**config.mk**
```make
export PLATFORM = sky130hd
export DESIGN_NAME = pipe_hazard_ctrl
export DESIGN_NICKNAME = d
export VERILOG_FILES = /design/src/rtl/pipe_ctrl_pkg.sv /design/src/rtl/pipe_hazard_ctrl_mul_sequencer.sv /design/src/rtl/pipe_hazard_ctrl.sv
export SDC_FILE = /design/constraint.sdc
export NUM_CORES = 1
export LEC_CHECK = 0
export ABC_AREA = 1
export CAP_MARGIN = 20
export CORE_UTILIZATION = 58
export DETAILED_ROUTE_END_ITERATION = 10
export DONT_BUFFER_PORTS = 1
export PLACE_DENSITY = 0.83
export SLEW_MARGIN = 20
export SYNTH_ARGS = -nofsm -noshare
export SYNTH_HDL_FRONTEND = slang
export SYNTH_SLANG_ARGS = --single-unit
```
**constraint.sdc**
```tcl
create_clock -name clock -period 1.6 [get_ports clock]
set_input_delay 0.48 -clock clock [delete_from_list [all_inputs] [get_ports clock]]
set_output_delay 0.48 -clock clock [all_outputs]
set_load 0.1 [all_outputs]
```
**src/rtl/pipe_ctrl_pkg.sv**
```systemverilog
`default_nettype none
// ============================================================================
//  Module   : pipe_ctrl_pkg
//  Purpose  : Shared types and constants for the pipeline hazard controller.
//             Defines the multiply-sequencer state encoding and the default
//             multiply occupancy of the EX stage.
//  Revision : 1.0  initial release
// ============================================================================
package pipe_ctrl_pkg;

    // Sequencer states: RUN = normal flow, MUL = multi-cycle multiply in EX.
    typedef enum logic {
        RUN = 1'b0,
        MUL = 1'b1
    } pipe_state_t;

    // Total cycles a multiply occupies the EX stage.
    localparam int unsigned MUL_LATENCY_DEFAULT = 8;

endpackage : pipe_ctrl_pkg
`default_nettype wire

```
**src/rtl/pipe_hazard_ctrl_mul_sequencer.sv**
```systemverilog
`default_nettype none
// ============================================================================
//  Module   : mul_sequencer
//  Purpose  : Multi-cycle multiply sequencer. Counts down the EX occupancy of
//             a multiply and flags the stall cycles and the final cycle.
//  Ports    : clock      in  system clock, rising edge
//             reset      in  synchronous, active-high
//             ex_mul_op  in  valid multiply instruction in EX
//             mul_busy   out multiply in progress, ALU must not latch result
//             mul_last   out final multiply cycle, result valid, EX advances
//             mul_stall  out front-end stall / back-end drain request
//  Revision : 1.0  initial release
// ============================================================================
module mul_sequencer
    import pipe_ctrl_pkg::*;
#(
    parameter int unsigned MUL_LATENCY = MUL_LATENCY_DEFAULT,
    parameter int unsigned CNT_W       = 4
) (
    input  logic clock,
    input  logic reset,
    input  logic ex_mul_op,
    output logic mul_busy,
    output logic mul_last,
    output logic mul_stall
);

    // The entry cycle (in RUN) is the first stall cycle, so the countdown is
    // loaded with the number of remaining stall cycles after it.
    localparam logic [CNT_W-1:0] c_cnt_load = CNT_W'(MUL_LATENCY - 2);

    pipe_state_t        state_q, state_d;
    logic [CNT_W-1:0]   cnt_q, cnt_d;
    logic               cnt_zero;

    assign cnt_zero = (cnt_q == '0);

    // ---------------- state register ----------------
    always_ff @(posedge clock) begin
        if (reset) begin
            state_q <= RUN;
            cnt_q   <= '0;
        end else begin
            state_q <= state_d;
            cnt_q   <= cnt_d;
        end
    end

    // ---------------- next-state logic ----------------
    always_comb begin
        state_d = state_q;
        cnt_d   = cnt_q;
        case (state_q)
            RUN: begin
                if (ex_mul_op) begin
                    state_d = MUL;
                    cnt_d   = c_cnt_load;
                end
            end
            MUL: begin
                // ex_mul_op is not consulted here: once started, the
                // sequence always runs to completion.
                if (cnt_zero) begin
                    state_d = RUN;
                end else begin
                    cnt_d = cnt_q - CNT_W'(1);
                end
            end
            default: begin
                state_d = RUN;
                cnt_d   = '0;
            end
        endcase
    end

    // ---------------- output logic (Mealy) ----------------
    always_comb begin
        mul_stall = 1'b0;
        mul_last  = 1'b0;
        if (!reset) begin
            case (state_q)
                RUN:     mul_stall = ex_mul_op;
                MUL: begin
                    mul_stall = !cnt_zero;
                    mul_last  = cnt_zero;
                end
                default: mul_stall = 1'b0;
            endcase
        end
        mul_busy = mul_stall;
    end

endmodule : mul_sequencer
`default_nettype wire

```
**src/rtl/pipe_hazard_ctrl.sv**
```systemverilog
`default_nettype none
// ============================================================================
//  Module   : pipe_hazard_ctrl
//  Purpose  : Central stall/flush sequencer for the 5-stage pipeline. Turns
//             load-use, multi-cycle multiply and EX redirect requests into
//             per-pipe-register hold/bubble controls, a PC hold, and two
//             saturating performance counters.
//  Ports    : clock, reset            clock / synchronous active-high reset
//             ld_use_hazard           ID reads rd of load in ID/EX
//             ex_mul_op               valid multiply in EX
//             ex_redirect             taken branch/jump resolved in EX
//             pc_hold                 IFU keeps current PC
//             if_id_hold/if_id_flush  IF/ID keep / load NOP
//             id_ex_hold/id_ex_bubble ID/EX keep / load NOP
//             ex_mem_bubble           EX/MEM loads NOP
//             mul_busy/mul_last       multiply in progress / final cycle
//             stall_cycles            cycles with pc_hold=1 (saturating)
//             flush_events            cycles with redirect honoured (saturating)
//  Revision : 1.0  initial release
// ============================================================================
module pipe_hazard_ctrl
    import pipe_ctrl_pkg::*;
#(
    parameter int unsigned MUL_LATENCY = MUL_LATENCY_DEFAULT,
    parameter int unsigned CNT_W       = 4,
    parameter int unsigned PERF_W      = 32
) (
    input  logic              clock,
    input  logic              reset,
    input  logic              ld_use_hazard,
    input  logic              ex_mul_op,
    input  logic              ex_redirect,
    output logic              pc_hold,
    output logic              if_id_hold,
    output logic              if_id_flush,
    output logic              id_ex_hold,
    output logic              id_ex_bubble,
    output logic              ex_mem_bubble,
    output logic              mul_busy,
    output logic              mul_last,
    output logic [PERF_W-1:0] stall_cycles,
    output logic [PERF_W-1:0] flush_events
);

    logic w_mul_stall;
    logic w_mul_last;
    logic w_redirect_ok;
    logic w_ld_use_ok;

    logic [PERF_W-1:0] stall_cycles_q, stall_cycles_d;
    logic [PERF_W-1:0] flush_events_q, flush_events_d;

    mul_sequencer #(
        .MUL_LATENCY (MUL_LATENCY),
        .CNT_W       (CNT_W)
    ) u_mul_sequencer (
        .clock     (clock),
        .reset     (reset),
        .ex_mul_op (ex_mul_op),
        .mul_busy  (mul_busy),
        .mul_last  (w_mul_last),
        .mul_stall (w_mul_stall)
    );

    assign mul_last = w_mul_last;

    // Priority: multiply sequence > redirect > load-use. The final multiply
    // cycle still belongs to the multiply (EX holds the mul, so no redirect can
    // resolve there); a pending load-use is picked up the cycle after.
    always_comb begin
        w_redirect_ok = 1'b0;
        w_ld_use_ok   = 1'b0;
        if (!reset && !w_mul_stall && !w_mul_last) begin
            w_redirect_ok = ex_redirect;
            w_ld_use_ok   = ld_use_hazard && !ex_redirect;
        end
    end

    // Hold and bubble/flush on one register are mutually exclusive because
    // mul_stall, redirect_ok and ld_use_ok are mutually exclusive.
    always_comb begin
        pc_hold       = w_mul_stall | w_ld_use_ok;
        if_id_hold    = w_mul_stall | w_ld_use_ok;
        if_id_flush   = w_redirect_ok;
        id_ex_hold    = w_mul_stall;
        id_ex_bubble  = w_redirect_ok | w_ld_use_ok;
        ex_mem_bubble = w_mul_stall;
    end

    // Saturating performance counters.
    always_comb begin
        stall_cycles_d = stall_cycles_q;
        flush_events_d = flush_events_q;
        if (pc_hold && (stall_cycles_q != '1)) begin
            stall_cycles_d = stall_cycles_q + PERF_W'(1);
        end
        if (w_redirect_ok && (flush_events_q != '1)) begin
            flush_events_d = flush_events_q + PERF_W'(1);
        end
    end

    always_ff @(posedge clock) begin
        if (reset) begin
            stall_cycles_q <= '0;
            flush_events_q <= '0;
        end else begin
            stall_cycles_q <= stall_cycles_d;
            flush_events_q <= flush_events_d;
        end
    end

    assign stall_cycles = stall_cycles_q;
    assign flush_events = flush_events_q;

endmodule : pipe_hazard_ctrl
`default_nettype wire

```
==> results.json, run 1 <==
{
  "outcome": "stopped before the end",
  "haltStage": "5_1_grt",
  "firstError": "[ERROR GRT-0232] Routing congestion too high. Check the congestion heatmap in the GUI.",
  "clock_path_buffers": 2,
  "syn_inst": 730,
  "num_rows": 31,
  "yosysTopAreaCell": "dfxtp_1",
  "grt_use_total_pct": 91.4,
  "portBuffers": 0,
  "die_h_um": 90.4,
  "async_reset_ff_share_pct": 0,
  "initial_core_util_pct": 61.2,
  "synthTopCellsByArea": "dfxtp_1, nand2_1, nor2_1",
  "io_pins": 77,
  "ys.flop_type": "dfxtp_1",
  "gp_congestion": 0.971,
  "ys_seq_area_share_pct": 30.5,
  "worst_endpoint": "ex_mem_bubble",
  "root_buffer": "clkbuf_8",
  "syn_nets": 739,
  "globalRoute.totalOverflow": 665,
  "netlist-cell-type-count": 29,
  "cts_made_buffers": 9,
  "dp_hpwl_um": 9900,
  "synth_area_um2": 4530,
  "avgSynthCellArea_um2": 6.21,
  "numClockSinks": 69,
  "h-tree-depth": 3,
  "grt_start_max_net_pins": 52,
  "endpoint_type": "output port",
  "holdBufCountCts": 0,
  "synth_warnings": 0,
  "synth_top_area_share_pct": 30.5,
  "chipWidth_um": 90.4,
  "ys_ff_latch": 69,
  "synth_edf_count": 0
}
metal layers:
metal  track usage, %  GRT overflow
met1             81.7             0
met2              127           495
met3             58.0             5
met4              112           165
met5             5.13             0
cell usage after synthesis, types with 7 or more instances:
cell type,n
o21ai_0,10
nand3_1,33
nor3_1,10
xnor2_1,10
nand2_2,13
nand2_1,264
buf_6,7
xor2_1,20
nor2_1,137
dfxtp_1,69
inv_1,63
nand4_1,11
a21oi_2,21
a21oi_1,28
kinds of logic after synthesis:
logic type	count (synthesis)	synth area share (%)
AOI/OAI and AO/OA	61	8.58
adders and majority gates	4	1.10
DFF	69	30.5
and+or+nand+nor	481	44.6
buffers and inverters	85	9.41
xor gates and xnor gates	30	5.79
per-stage QoR:
step	cell area (um^2)	utilization (%)	cells	setup slack [ns]	TNS (ns)
after floorplan	5150	-	730	-0.496	-12.31
after detailed placement	5920	79.9	917	-0.139	-5.00
after global placement	5920	79.9	917	-0.0733	-2.24
after CTS	6360	85.9	946	-0.424	-2.89
timing repair:
item                       4_1_cts
pin swaps                       15
gates cloned                     1
gates resized for setup         30
setup endpoints to repair       67
setup buffers                   12
==> run 2: changes to the inputs <==
Settings changed: CORE_UTILIZATION 58 to 40, PLACE_DENSITY 0.83 to unset, PLACE_DENSITY_LB_ADDON set to 0.15.
Clock period 1.6 ns to 2.1 ns, I/O delays scaled along.
==> run 2 against run 1 <==
  * The flow now finishes, with violations (setup timing)
  * Area after synthesis did not move
  * Synthesized cell count stayed put
==> results.json, run 2 <==
{
  "outcome": "finished with violations",
  "failed_checks": "setup timing",
  "drc": 0,
  "syn_nets": 739,
  "grt_start_max_net_pins": 52,
  "final_common_cell": "nand2_1",
  "cp-start-kind": "flip-flop",
  "crit_required_ns": 1.47,
  "grt_first_pass_wirelength_um": 21000,
  "final_util_pct": 53.2,
  "async_reset_ff_share_pct": 0,
  "postPlaceCellArea_um2": 5380,
  "drive_gt1_share_pct": 28.8,
  "fin_area_um2": 5820,
  "area_growth_pct": 28.3,
  "num_rows": 38,
  "globalRoute.totalOverflow": 0,
  "synth_warnings": 0,
  "multiInputGateArea_um2": 2850,
  "cts.clk_slew.worst_paths_ns": 0.06,
  "skew_ns": 0.00929,
  "fmax_mhz": 474,
  "p_leak_uw": 0.00224,
  "max-slew-margin-rel_pct": 74.6,
  "h-tree-depth": 3,
  "p_sw_uw": 937,
  "worst-setup-path-type": "flip-flop to output pin",
  "switching_share_pct": 28.2,
  "cts_made_buffers": 9,
  "pwr-share-comb_pct": 14.8,
  "initial_core_util_pct": 41.5,
  "fin_tns_setup_ns": -0.0281,
  "ys.flop_type": "dfxtp_1",
  "avgSynthCellArea_um2": 6.21,
  "portBuffers": 0,
  "synth_edf_count": 0,
  "antenna_cells": 0,
  "die_area_um2": 11800,
  "hp-class": "input pin to flip-flop",
  "worst_pin_slew_ns": 0.379,
  "gp_congestion": 0.894,
  "power_frac_seq_pct": 40.6,
  "clk_latency_ns": 0.34,
  "dr_total_vias": 4668,
  "chipWidth_um": 108,
  "fp.coreArea_um2": 10900,
  "arrival_ns": 1.48,
  "worst_slack_ns": -0.00841,
  "cap_violations": 0,
  "die_h_um": 108,
  "dp_hpwl_um": 9550,
  "grt_pass1_vias": 4500,
  "antenna_found_initial": 0,
  "ys_seq_area_share_pct": 30.5,
  "hold_viol": 0,
  "drt-initial-drc-count": 167,
  "total_power_uw": 3320,
  "min_period_over_period_pct": 100,
  "netlist-cell-type-count": 29,
  "clock_path_buffers": 2,
  "powerDensity_nw_per_um2": 571,
  "synth_area_um2": 4530,
  "final_nets": 819,
  "register_area_um2": 1480,
  "final_cell_mix": "nand2_1, nor2_1, buf_4, dfxtp_2, inv_1",
  "synth_commonest_cells": "nand2_1, nor2_1, dfxtp_1",
  "internal_power_uw": 2380,
  "crit_path_end_kind": "output pin",
  "yosysMostFrequentCell": "nand2_1",
  "yosysTopAreaCell": "dfxtp_1",
  "maxSlewViolCount": 0,
  "cp_max_fo": 4,
  "synth_top_area_share_pct": 30.5,
  "final_cell_count_no_fill": 955,
  "fin_crit_ns": 2.11,
  "finalSetupViolCount": 5,
  "numClockSinks": 69,
  "io_pins": 77,
  "ant_nets": 0,
  "grt_use_total_pct": 23.3,
  "rsz0062_at_grt": "yes",
  "root_buffer": "clkbuf_16",
  "ys_ff_latch": 69,
  "synthTopCellsByArea": "dfxtp_1, nand2_1, nor2_1",
  "detail_route.vias_per_cell": 4.89,
  "clockPowerShare_pct": 44.6,
  "filler_cell_count": 1086,
  "wire_per_inst_um": 13.5,
  "drt-total-wl_um": 12900,
  "max-vdd-ir-drop_v": 0.000337,
  "drt-pass1-iter-count": 5,
  "syn_inst": 730,
  "holdBufCountCts": 0,
  "dp.cells": 930,
  "tritoncts": "built"
}
run 2: cell counts after synthesis:
No cell type changed its count.
run 2: final cells by class:
cell class	instances	share of cell area, %
Tap cell	140	3.01
Clock buffer	15	4.78
Clock inverter	1	0.0861
Inverter	64	4.28
Multi-Input combinational cell	576	49.0
Timing Repair Buffer	90	13.5
Sequential cell	69	25.4
run 2: per-layer routing:
layer  vias to the layer above  wire length [um]  track usage (%)
met5                         -                 0                0
met4                         0               321             10.7
met3                        22               518             4.64
met2                        95              6640             42.9
met1                      2128              5400             25.4
li1                       2423                 -                -
run 2: path summary, 6_finish.rpt:
kind / from / to / slack (ns) / depth (start not counted)
max: u_mul_sequencer.cnt_q[1] / ex_mem_bubble / -0.008 / 6
min: reset / flush_events[9] / 0.35 / 1
max reg2reg: stall_cycles[0] / stall_cycles[22] / 0.18 / 10
min reg2reg: stall_cycles[2] / stall_cycles[2] / 0.49 / 2
run 2: critical path, cell delays in order (launching register included):
cell        delay, ns
dfxtp_2          0.34
inv_2            0.05
ha_4             0.15
nand3_4          0.06
nand3_4          0.10
clkinvlp_4       0.12
buf_16           0.30
run 2: per-stage QoR:
stage               hold slack [ns]  setup WS [ns]
CTS                           0.331        -0.0248
floorplan                     0.441         -0.288
global placement              0.447        -0.0870
detailed placement            0.471         -0.117
finish                        0.346       -0.00841
global route                  0.328        -0.0622
run 2: kinds of logic after synthesis:
group,count (synthesis),share of synthesized area (%)
XOR/XNOR,30,5.79
flip-flops,69,30.5
AND/OR/NAND/NOR,481,44.6
adder cells (fa/ha/maj),4,1.10
buffers and inverters,85,9.41
AO/OA/AOI/OAI,61,8.58
run 2: power groups by stage:
stage | logic, uW | clock network, uW | registers [uW]
2_1_floorplan | 328 | 0 | 1420
3_3_place_gp | 421 | 0 | 1370
3_5_place_dp | 425 | 0 | 1370
4_1_cts | 474 | 1510 | 1350
5_1_grt | 520 | 1560 | 1350
6_report | 491 | 1480 | 1350
run 2: timing repair:
action,4_1_cts,5_1_grt
gates resized for setup,16,5
buffers inserted,7,2
gates cloned,0,0
setup endpoints to repair,8,11
pin swaps,8,3
No activity file was read; power rests on OpenSTA's default activity.
